<file path="config.mk">
export PLATFORM = sky130hd
export DESIGN_NAME = controller
export DESIGN_NICKNAME = d
export VERILOG_FILES = /design/src/rtl/controller.sv
export SDC_FILE = /design/constraint.sdc
export NUM_CORES = 1
export LEC_CHECK = 0
export CAP_MARGIN = 0
export CORE_MARGIN = 2
export CORE_UTILIZATION = 55
export CTS_CLUSTER_SIZE = 28
export DETAILED_ROUTE_END_ITERATION = 6
export DONT_BUFFER_PORTS = 1
export GPL_TIMING_DRIVEN = 0
export PLACE_DENSITY = 0.72
export RECOVER_POWER = 25
export REMOVE_ABC_BUFFERS = 1
export SKIP_LAST_GASP = 1
export SYNTH_ARGS = -nofsm -noshare
export SYNTH_HDL_FRONTEND = slang
export SYNTH_SLANG_ARGS = --single-unit
</file>
<file path="constraint.sdc">
create_clock -name clk -period 1.7 [get_ports clk]
set_input_delay 0.255 -clock clk [delete_from_list [all_inputs] [get_ports clk]]
set_output_delay 0.255 -clock clk [all_outputs]
set_load 0.01 [all_outputs]
</file>
<file path="src/rtl/controller.sv">
// Main decoder for a single-cycle RV64I datapath: one instruction in, registered controls and immediate out.
// Optional macro CONTROLLER_ITYPE_EN adds decode of the ALU-immediate group (addi/andi/ori).
module controller (
    input  logic        clk,
    input  logic        rst,
    input  logic [31:0] Instruction,
    output logic [1:0]  ALUControl,
    output logic        RegWrite,
    output logic        MemWrite,
    output logic        Branch,
    output logic        MemToReg,
    output logic        ALUScr,
    output logic [63:0] Imm
);

    localparam logic [6:0] OP_LOAD   = 7'b0000011;
    localparam logic [6:0] OP_STORE  = 7'b0100011;
    localparam logic [6:0] OP_REG    = 7'b0110011;
    localparam logic [6:0] OP_BRANCH = 7'b1100011;
    localparam logic [6:0] OP_IMM    = 7'b0010011;

    localparam logic [1:0] ALU_ADD = 2'b00;
    localparam logic [1:0] ALU_SUB = 2'b01;
    localparam logic [1:0] ALU_AND = 2'b10;
    localparam logic [1:0] ALU_OR  = 2'b11;

    function automatic logic [63:0] imm_i(input logic [31:0] ins);
        return {{52{ins[31]}}, ins[31:20]};
    endfunction

    function automatic logic [63:0] imm_s(input logic [31:0] ins);
        return {{52{ins[31]}}, ins[31:25], ins[11:7]};
    endfunction

    function automatic logic [63:0] imm_b(input logic [31:0] ins);
        return {{51{ins[31]}}, ins[31], ins[7], ins[30:25], ins[11:8], 1'b0};
    endfunction

    logic [6:0]  opcode_s;
    logic [2:0]  funct3_s;
    logic [6:0]  funct7_s;
    // rs1 never influences decode or any immediate format handled here.
    logic        unused_rs1_s;

    assign opcode_s     = Instruction[6:0];
    assign funct3_s     = Instruction[14:12];
    assign funct7_s     = Instruction[31:25];
    assign unused_rs1_s = ^Instruction[19:15];

    logic [1:0]  alu_ctrl_d, alu_ctrl_q;
    logic        reg_write_d, reg_write_q;
    logic        mem_write_d, mem_write_q;
    logic        branch_d, branch_q;
    logic        mem_to_reg_d, mem_to_reg_q;
    logic        alu_src_d, alu_src_q;
    logic [63:0] imm_d, imm_q;

    // Combinational decode; anything not matched leaves the all-zero (no side effect) default.
    always_comb begin
        alu_ctrl_d   = ALU_ADD;
        reg_write_d  = 1'b0;
        mem_write_d  = 1'b0;
        branch_d     = 1'b0;
        mem_to_reg_d = 1'b0;
        alu_src_d    = 1'b0;
        imm_d        = 64'd0;
        case (opcode_s)
            OP_LOAD: begin
                if (funct3_s == 3'b011) begin
                    reg_write_d  = 1'b1;
                    mem_to_reg_d = 1'b1;
                    alu_src_d    = 1'b1;
                    imm_d        = imm_i(Instruction);
                end else begin
                    imm_d = 64'd0;
                end
            end
            OP_STORE: begin
                if (funct3_s == 3'b011) begin
                    mem_write_d = 1'b1;
                    alu_src_d   = 1'b1;
                    imm_d       = imm_s(Instruction);
                end else begin
                    imm_d = 64'd0;
                end
            end
            OP_REG: begin
                case ({funct7_s, funct3_s})
                    {7'b0000000, 3'b000}: begin reg_write_d = 1'b1; alu_ctrl_d = ALU_ADD; end
                    {7'b0100000, 3'b000}: begin reg_write_d = 1'b1; alu_ctrl_d = ALU_SUB; end
                    {7'b0000000, 3'b111}: begin reg_write_d = 1'b1; alu_ctrl_d = ALU_AND; end
                    {7'b0000000, 3'b110}: begin reg_write_d = 1'b1; alu_ctrl_d = ALU_OR;  end
                    default:              begin reg_write_d = 1'b0; alu_ctrl_d = ALU_ADD; end
                endcase
            end
            OP_BRANCH: begin
                if (funct3_s == 3'b000) begin
                    branch_d   = 1'b1;
                    alu_ctrl_d = ALU_SUB;
                    imm_d      = imm_b(Instruction);
                end else begin
                    imm_d = 64'd0;
                end
            end
`ifdef CONTROLLER_ITYPE_EN
            OP_IMM: begin
                case (funct3_s)
                    3'b000:  begin reg_write_d = 1'b1; alu_src_d = 1'b1; alu_ctrl_d = ALU_ADD; imm_d = imm_i(Instruction); end
                    3'b111:  begin reg_write_d = 1'b1; alu_src_d = 1'b1; alu_ctrl_d = ALU_AND; imm_d = imm_i(Instruction); end
                    3'b110:  begin reg_write_d = 1'b1; alu_src_d = 1'b1; alu_ctrl_d = ALU_OR;  imm_d = imm_i(Instruction); end
                    default: begin reg_write_d = 1'b0; alu_src_d = 1'b0; alu_ctrl_d = ALU_ADD; imm_d = 64'd0; end
                endcase
            end
`else
            OP_IMM: begin
                imm_d = 64'd0;
            end
`endif
            default: begin
                imm_d = 64'd0;
            end
        endcase
    end

    // Output register with synchronous clear taking priority over decode.
    always_ff @(posedge clk) begin
        if (rst) begin
            alu_ctrl_q   <= ALU_ADD;
            reg_write_q  <= 1'b0;
            mem_write_q  <= 1'b0;
            branch_q     <= 1'b0;
            mem_to_reg_q <= 1'b0;
            alu_src_q    <= 1'b0;
            imm_q        <= 64'd0;
        end else begin
            alu_ctrl_q   <= alu_ctrl_d;
            reg_write_q  <= reg_write_d;
            mem_write_q  <= mem_write_d;
            branch_q     <= branch_d;
            mem_to_reg_q <= mem_to_reg_d;
            alu_src_q    <= alu_src_d;
            imm_q        <= imm_d;
        end
    end

    assign ALUControl = alu_ctrl_q;
    assign RegWrite   = reg_write_q;
    assign MemWrite   = mem_write_q;
    assign Branch     = branch_q;
    assign MemToReg   = mem_to_reg_q;
    assign ALUScr     = alu_src_q;
    assign Imm        = imm_q;

endmodule

</file>
==> run metrics, run 1 <==
core area=0.00194 mm2; Synth Area per Inst=10.3 um2; CTS max path bufs=2; Root Buffer=clkbuf_4; VDD IR max=0.000439 V; RePlAce Congestion=0.759; share of the synthesized area in the top cell type=0.358; setup TNS=-10,890 ps; CP Max Fanout=52; hold buffers post-CTS=0; hold slack final=51.5 ps; Final Cycle Share=1.12; initial drt markers=0; vias per std cell=5.55; Final Slew Violations=0; WL final=1570 um; # clock sinks=20; n_diodes=0; Critical Path Sink Type=output pin; die footprint=0.00241 mm2; area leader, netlist=dfxtp_1; Slew HR=0.0349; initial antenna violation count=0; H-tree Lvls=1; Pint=610 uW; Synth Instances=109; Synth area leaders=dfxtp_1, buf_4, and2_1; Ports=105; Slew @ Worst Pin=1450 ps; DP Wirelength=1280 um; post-synthesis sequential area ratio=0.358; final hold violation count=0; CTS Buf Count=3; Final ANT Viol Nets=0; CTS tree=yes; post-CTS sizing=0; fmax=0.523 GHz; Crit Path Category=flop to output pin; Psw=141 uW; Cell variety after synth=23; switching share of total power=0.187; grt ovf=0; first-pass GRT wire length=2470 um; vias in the first global route=489; via count=494; Clock Pin Slew Worst Setup and Hold Paths=100 ps; gr usage total=0.135; max cap viols=0; DR WL/cell=17.6 um; drt drc=0; nets=97; share of cells above drive strength 1=0.194; fin crit period=1910 ps; combinational share of power=0.031; worst slack, placed=104 ps; LEAKAGE=0.000274 uW; Site Rows=16; status=finished, violations left; Startpoint Class=flop; Die H=49.1 um; #FFs+latches synth=20; largest net degree at the start of global routing=53; Synth Cell Area=0.00112 mm2; Power Density=950 mW/mm2; Reg power frac=0.623; setup violators final=52; RSZ-0062 raised after global routing=true; final worst slack=-211 ps; Crit path required time=1440 ps; Layout area overhead=-29.2%; DRT Pass-1 Iters=1; Core Util, Final=0.407; worst min path class=input pin to flop; Die Width=49.1 um; Synth warnings=0; Worst EP arrival=1660 ps; failing checks=setup timing; starting density of the core=0.575; clock network power share=0.346; # port buffers=0
worst paths after layout:
check	startpoint	to	slack [ps]	cells past startpoint
worst max-delay path	Imm[62]$_SDFF_PP0_	Imm[60]	-210	0
worst min-delay path	Instruction[5]	MemToReg$_SDFF_PP0_	50	1
logic make-up (layout without fill, tap and decap cells):
kind of cell           count (synthesis)  in the layout  share of synthesized area
flip-flops                            20             20                      0.358
AO/OA/AOI/OAI                         11             11                     0.0907
AND/OR/NAND/NOR                       26             26                      0.199
multiplexers                           1              1                    0.00896
buffers and inverters                 51              4                      0.343
sequential cells by signal, indices dropped and copies added (netlist names):
| signal | flops |
|---|---|
| ALUControl | 2 |
| MemToReg | 1 |
| Branch | 1 |
| MemWrite | 1 |
| RegWrite | 1 |
| Imm | 13 |
| ALUScr | 1 |
cells in the mapped netlist (all sizes together):
cell     number
a22o          5
or4           1
nand4b        1
or4bb         1
nand3b        3
or4b          1
mux2i         1
a211oi        2
nor4bb        1
o21bai        2
nor4          3
or3b          2
and2          8
nor2          1
buf          51
nor3          3
dfxtp        20
nand4bb       1
o31a          1
a21o          1
repair_timing:
action | 4_1_cts | 5_1_grt
setup buffers | 0 | 0
setup endpoints to repair | 52 | 52
pin swaps | 0 | 0
per-stage QoR:
stage                     area [um2]  total power, uW  instances
after floorplan                  734              503         58
after global placement           768              505         85
after detailed placement         772              504         85
after CTS                        808              764         89
after global routing             791              794         89
final                            791              751         89
cell usage in the layout, fill, tap and decap left out:
| master | count |
|---|---|
| or3b_2 | 2 |
| nor4_1 | 2 |
| nor2_1 | 1 |
| o21bai_1 | 2 |
| nor4_4 | 1 |
| or4b_1 | 1 |
| a211oi_2 | 2 |
| and2_1 | 8 |
| dfxtp_4 | 1 |
| nand3b_1 | 2 |
| mux2i_1 | 1 |
| nand4bb_1 | 1 |
| nand4b_1 | 1 |
| or4_1 | 1 |
| or4bb_1 | 1 |
| a22o_1 | 5 |
| clkbuf_4 | 3 |
| nand3b_2 | 1 |
| o31a_2 | 1 |
| dfxtp_1 | 19 |
| nor3_1 | 3 |
| a21o_1 | 1 |
| clkbuf_8 | 1 |
| nor4bb_1 | 1 |
final cells by class:
cell class	count	area (um2)
fill	206	1150
multi-input combinational	38	317
tap	27	33.8
sequential	20	404
clock buffer	4	36.3
layer usage:
layer | up-vias | wire length, um | track usage | part of all wire
met5 | - | 0 | 0 | 0
met4 | 0 | 17 | 0.0571 | 0.011
met1 | 235 | 663 | 0.173 | 0.42
met2 | 29 | 744 | 0.205 | 0.47
met3 | 2 | 143 | 0.0491 | 0.091
li1 | 228 | - | - | -
power groups by stage:
| stage | Combinational (uW) | Sequential (uW) | Clock (uW) |
|---|---|---|---|
| after global placement | 24.2 | 480 | 0 |
| after floorplan | 22.4 | 480 | 0 |
| after CTS | 24.7 | 468 | 271 |
| final | 23.1 | 468 | 260 |
| after detailed placement | 24.7 | 479 | 0 |
| after global routing | 24.8 | 469 | 300 |
No activity file was read; power rests on OpenSTA's default activity.
==> inputs of run 2 (changes only) <==
CORE_ASPECT_RATIO = 0.9   (was unset)
PLACE_DENSITY = 0.75   (was 0.72)
clock period = 1.5 ns   (was 1.7 ns; I/O delays follow)
==> run metrics, run 2 (synthesis gave the netlist of run 1 again) <==
Site Rows=15 (-1); fin crit period=1910 ps; # port buffers=0 (unchanged); fmax=0.525 GHz; GR peak layer=met2; drt drc=0 (unchanged); max cap viols=0 (unchanged); Final ANT Viol Nets=0 (unchanged); final worst slack=-406 ps (-194 ps); placed cells=83 (-2.4%); # clock sinks=20 (unchanged); Slew @ Worst Pin=1450 ps (-3.74 ps); LEAKAGE=0.000287 uW (+4.5%); via count=534 (+8.1%); number of flip-flops in the largest register=13 (unchanged); largest net degree at the start of global routing=53 (unchanged); Worst EP arrival=1680 ps (+20 ps); Die H=46.8 um (-4.7%); VDD IR max=0.000863 V (+96%); CP Max Fanout=52 (unchanged); Crit Path Category=flop to output pin; hold slack final=26.2 ps (-25.3 ps); CTS tree=yes; hold path cells=1 (unchanged); nets=99 (+2.1%); status=finished, violations left; CTS Buf Count=3 (unchanged); Die Width=51.5 um (+5.0%); starting density of the core=0.584 (+0.00827); WL final=1770 um (+12%); min-delay src=Instruction[31]; failing checks=setup timing; Fillers=206 (unchanged); Slew HR=0.0373 (+0.00248); core area=0.00191 mm2 (-1.4%); worst min path class=input pin to flop; worst slack, placed=-61.3 ps (-166 ps); commonest non-fill, non-tap cell in the layout=dfxtp_1; final hold violation count=0 (unchanged); DP Wirelength=1390 um (+8.5%); Finished Layout Cells=89 (unchanged); Final Slew Violations=0 (unchanged); gr usage total=0.157 (+0.0212); Crit path required time=1270 ps (-170 ps); Startpoint Class=flop; post-CTS sizing=0 (unchanged); DR WL/cell=19.8 um (+12%); initial antenna violation count=0 (unchanged); Final Cycle Share=1.27; Ports=105 (unchanged); met2 Track Usage GR=0.208 (+0.00274); first-pass GRT wire length=2620 um (+5.9%); vias in the first global route=517 (+5.7%); H-tree Lvls=1 (unchanged); initial drt markers=7 (+7); grt ovf=0 (unchanged); Layout area overhead=-26.7%; DRT Pass-1 Iters=4 (+3); share of cells above drive strength 1=0.188 (-0.00605); Root Buffer=clkbuf_4; Critical Path Sink Type=output pin; die footprint=0.00241 mm2 (about the same); CTS max path bufs=2 (unchanged); hold endpoint=Imm[62]$_SDFF_PP0_; setup violators final=52 (unchanged); RePlAce Congestion=0.747 (-1.5%); Power Density=1150 mW/mm2 (+21%); global-route met3 utilization=0.102 (+0.0528); met1 Usage GRT=0.207 (+0.0344); n_diodes=0 (unchanged); RSZ-0062 raised after global routing=true; vias per std cell=6.00 (+8.1%); Total Power=941 uW (+25%); Clock Pin Slew Worst Setup and Hold Paths=110 ps (about the same); most frequent cells in the layout=dfxtp_1, and2_1, a22o_1, nor3_1, clkbuf_4; setup repair bufs after CTS=0 (unchanged)
## run 2: cell count changes in the layout (fill, tap and decap cells not counted), sizes merged
| cell | before | now |
|---|---|---|
| dlygate4sd3 | 0 | 2 |
## run 2: area by class of cell
class	count	area [um2]	area share
flip-flops and latches	20	404	0.493
clock buffers	4	47.5	0.0580
well taps	25	31.3	0.0382
repair buffers	2	20.0	0.0244
multi-input cells	38	317	0.386
## run 2: how the worst max path moves through the flow
stage | to | from | slack, ps | cells after the start
3_5_place_dp | Imm[63] | Imm[62]$_SDFF_PP0_ | -60 | 0
3_3_place_gp | Imm[63] | Imm[62]$_SDFF_PP0_ | -2410 | 0
6_report | Imm[63] | Imm[62]$_SDFF_PP0_ | -410 | 0
2_1_floorplan | Imm[12] | Imm[62]$_SDFF_PP0_ | -2340 | 0
4_1_cts | Imm[63] | Imm[62]$_SDFF_PP0_ | -410 | 0
5_1_grt | Imm[36] | Imm[62]$_SDFF_PP0_ | -520 | 0
## run 2: timing repair
| action | in CTS | in global routing |
|---|---|---|
| pin swaps | 0 | 0 |
| endpoints found under the setup margin | 52 | 52 |
| endpoints found under the hold margin | 1 | 1 |
| hold buffers | 1 | 1 |
## run 2: metal layers
layer | share of wire | vias up
met4 | 0.013 | 0
met2 | 0.41 | 39
met3 | 0.13 | 4
met5 | 0 | -
li1 | - | 234
met1 | 0.45 | 257
## run 2: report_power, final
group / switching (uW) / leakage [uW] / total, uW / internal, uW
logic: 12.9 / 0.0000986 / 31.3 / 18.3
registers: 1.22 / 0.000162 / 531 / 529
clock network: 175 / 0.0000261 / 379 / 204
total: 189 / 0.000287 / 941 / 751
## run 2: metrics by stage
stage	TNS [ps]	util	area, um2
final	-20950	0.428	820
after global routing	-26960	0.428	820
after CTS	-21340	0.432	827
after detailed placement	-3120	0.402	769
after global placement	-125240	0.400	766
after floorplan	-121660	-	734
==> inputs of run 3 (changes only) <==
CAP_MARGIN = 40   (was 0)
RECOVER_POWER = unset   (was 25)
==> run metrics, run 3 (synthesis gave the netlist of run 1 again) <==
status=finished, violations left; failing checks=setup timing; drt drc=0 (unchanged); Final Slew Violations=0 (unchanged); LEAKAGE=0.000301 uW (+5.2%); Crit path depth=1 (+1); share of cells above drive strength 1=0.266 (+0.0781); DP Wirelength=1380 um (-0.92%); via count=513 (-3.9%); die footprint=0.00241 mm2 (unchanged); Finished Layout Cells=89 (unchanged); DR WL/cell=19.1 um (-3.5%); fin crit period=1770 ps (-141 ps); worst slack, placed=36.7 ps (+98.0 ps); final hold violation count=0 (unchanged); worst path cell trace=buf_16; Die H=46.8 um (unchanged); n_diodes=0 (unchanged); fin area=855 um2 (+4.3%); WL final=1700 um (-3.5%); Worst Path Buf+Inv=1; # clock sinks=20 (unchanged); vias per std cell=5.76 (-3.9%); RePlAce Congestion=0.747 (unchanged); gr usage total=0.152 (-0.00483); CTS Buf Count=3 (unchanged); Core Util, Final=0.446 (+0.0183); DRT Pass-1 Iters=4 (unchanged); placed cells=84 (+1.2%); VDD IR max=0.000591 V (-32%); Startpoint Class=flop; setup violators final=27 (-48%); CP Max Fanout=27 (-48%); crit path launch=Imm[62]$_SDFF_PP0_; Clock Pin Slew Worst Setup and Hold Paths=110 ps (about the same); Crit Path Category=flop to output pin; CP delay by family, top=flip-flops; Slew HR=0.508 (+0.470); Crit path required time=1270 ps (about the same); commonest non-fill, non-tap cell in the layout=dfxtp_1; Site Rows=15 (unchanged); max cap viols=0 (unchanged); Critical Path Sink Type=output pin; Power Density=1090 mW/mm2 (-4.6%); fmax=0.567 GHz (+8.0%); Worst EP arrival=1540 ps (-140 ps); H-tree Lvls=1 (unchanged); CP peak stage delay=860 ps; most frequent cells in the layout=dfxtp_1, and2_1, a22o_1, clkbuf_4; Final Cycle Share=1.18 (-0.0938); Final ANT Viol Nets=0 (unchanged); setup repair bufs after CTS=0 (unchanged); initial antenna violation count=0 (unchanged); first-pass GRT wire length=2530 um (-3.4%); initial drt markers=9 (+2); Ports=105 (unchanged); number of flip-flops in the largest register=13 (unchanged); Total Power=935 uW (-0.55%); Layout area overhead=-23.5%; Slew @ Worst Pin=742 ps (-709 ps); CP max-delay cell=dfxtp_4; post-CTS sizing=0 (unchanged); CTS max path bufs=2 (unchanged); Die Width=51.5 um (unchanged); RSZ-0062 raised after global routing=true; final worst slack=-265 ps (+141 ps); # port buffers=0 (unchanged); nets=99 (unchanged); worst min path class=input pin to flop; crit path capture=Imm[63]; vias in the first global route=506 (-2.1%); Root Buffer=clkbuf_4; core area=0.00191 mm2 (unchanged); DP Area=797 um2 (+3.6%); grt ovf=0 (unchanged); starting density of the core=0.584 (unchanged); largest net degree at the start of global routing=28 (-47%); CTS tree=yes
[run 3: cell types whose count changed in the layout (fill, tap and decap cells not counted), sizes merged]
cell / previous run / this run
buf: 0 / 1
dlygate4sd3: 2 / 1
[run 3: power breakdown]
group | switching (uW) | leakage [uW] | internal (uW)
clock | 170 | 0.0000261 | 203
combinational | 13.5 | 0.000113 | 17.9
sequential | 0.783 | 0.000162 | 529
total | 185 | 0.000301 | 751
[run 3: per-layer routing]
layer  vias up  wire (um)  track usage  share of wire
li1        233          -            -              -
met1       236        751        0.217           0.44
met2        39        710        0.190           0.42
met3         5        219       0.0860           0.13
met4         0         23       0.0474          0.013
met5         -          0            0              0
[run 3: final cells by class]
cell class / instances / area [um2]
Tap cell: 25 / 31.3
Multi-Input combinational cell: 38 / 334
Timing Repair Buffer: 2 / 37.5
Fill cell: 198 / 1060
Sequential cell: 20 / 404
Clock buffer: 4 / 47.5
[run 3: worst min path at each step]
stage	cells after the start	slack (ps)	startpoint	end
floorplan	1	320	Instruction[5]	MemToReg$_SDFF_PP0_
global placement	1	330	Instruction[5]	MemToReg$_SDFF_PP0_
detailed placement	1	330	Instruction[5]	MemToReg$_SDFF_PP0_
CTS	1	20	Instruction[25]	Imm[5]$_SDFF_PP0_
global route	1	4	Instruction[5]	MemWrite$_SDFF_PP0_
finish	1	30	Instruction[31]	Imm[62]$_SDFF_PP0_
[run 3: what timing repair did]
action	in CTS	in global routing
pin swaps	0	0
hold buffers	1	0
setup endpoints to repair	27	27
hold endpoints to repair	1	0
[run 3: metrics by stage]
step	hold slack, ps	TNS, ps
global route	4.31	-9630
CTS	23.2	-7600
finish	32.2	-7110
floorplan	315	-121660
global placement	329	-125240
detailed placement	329	0
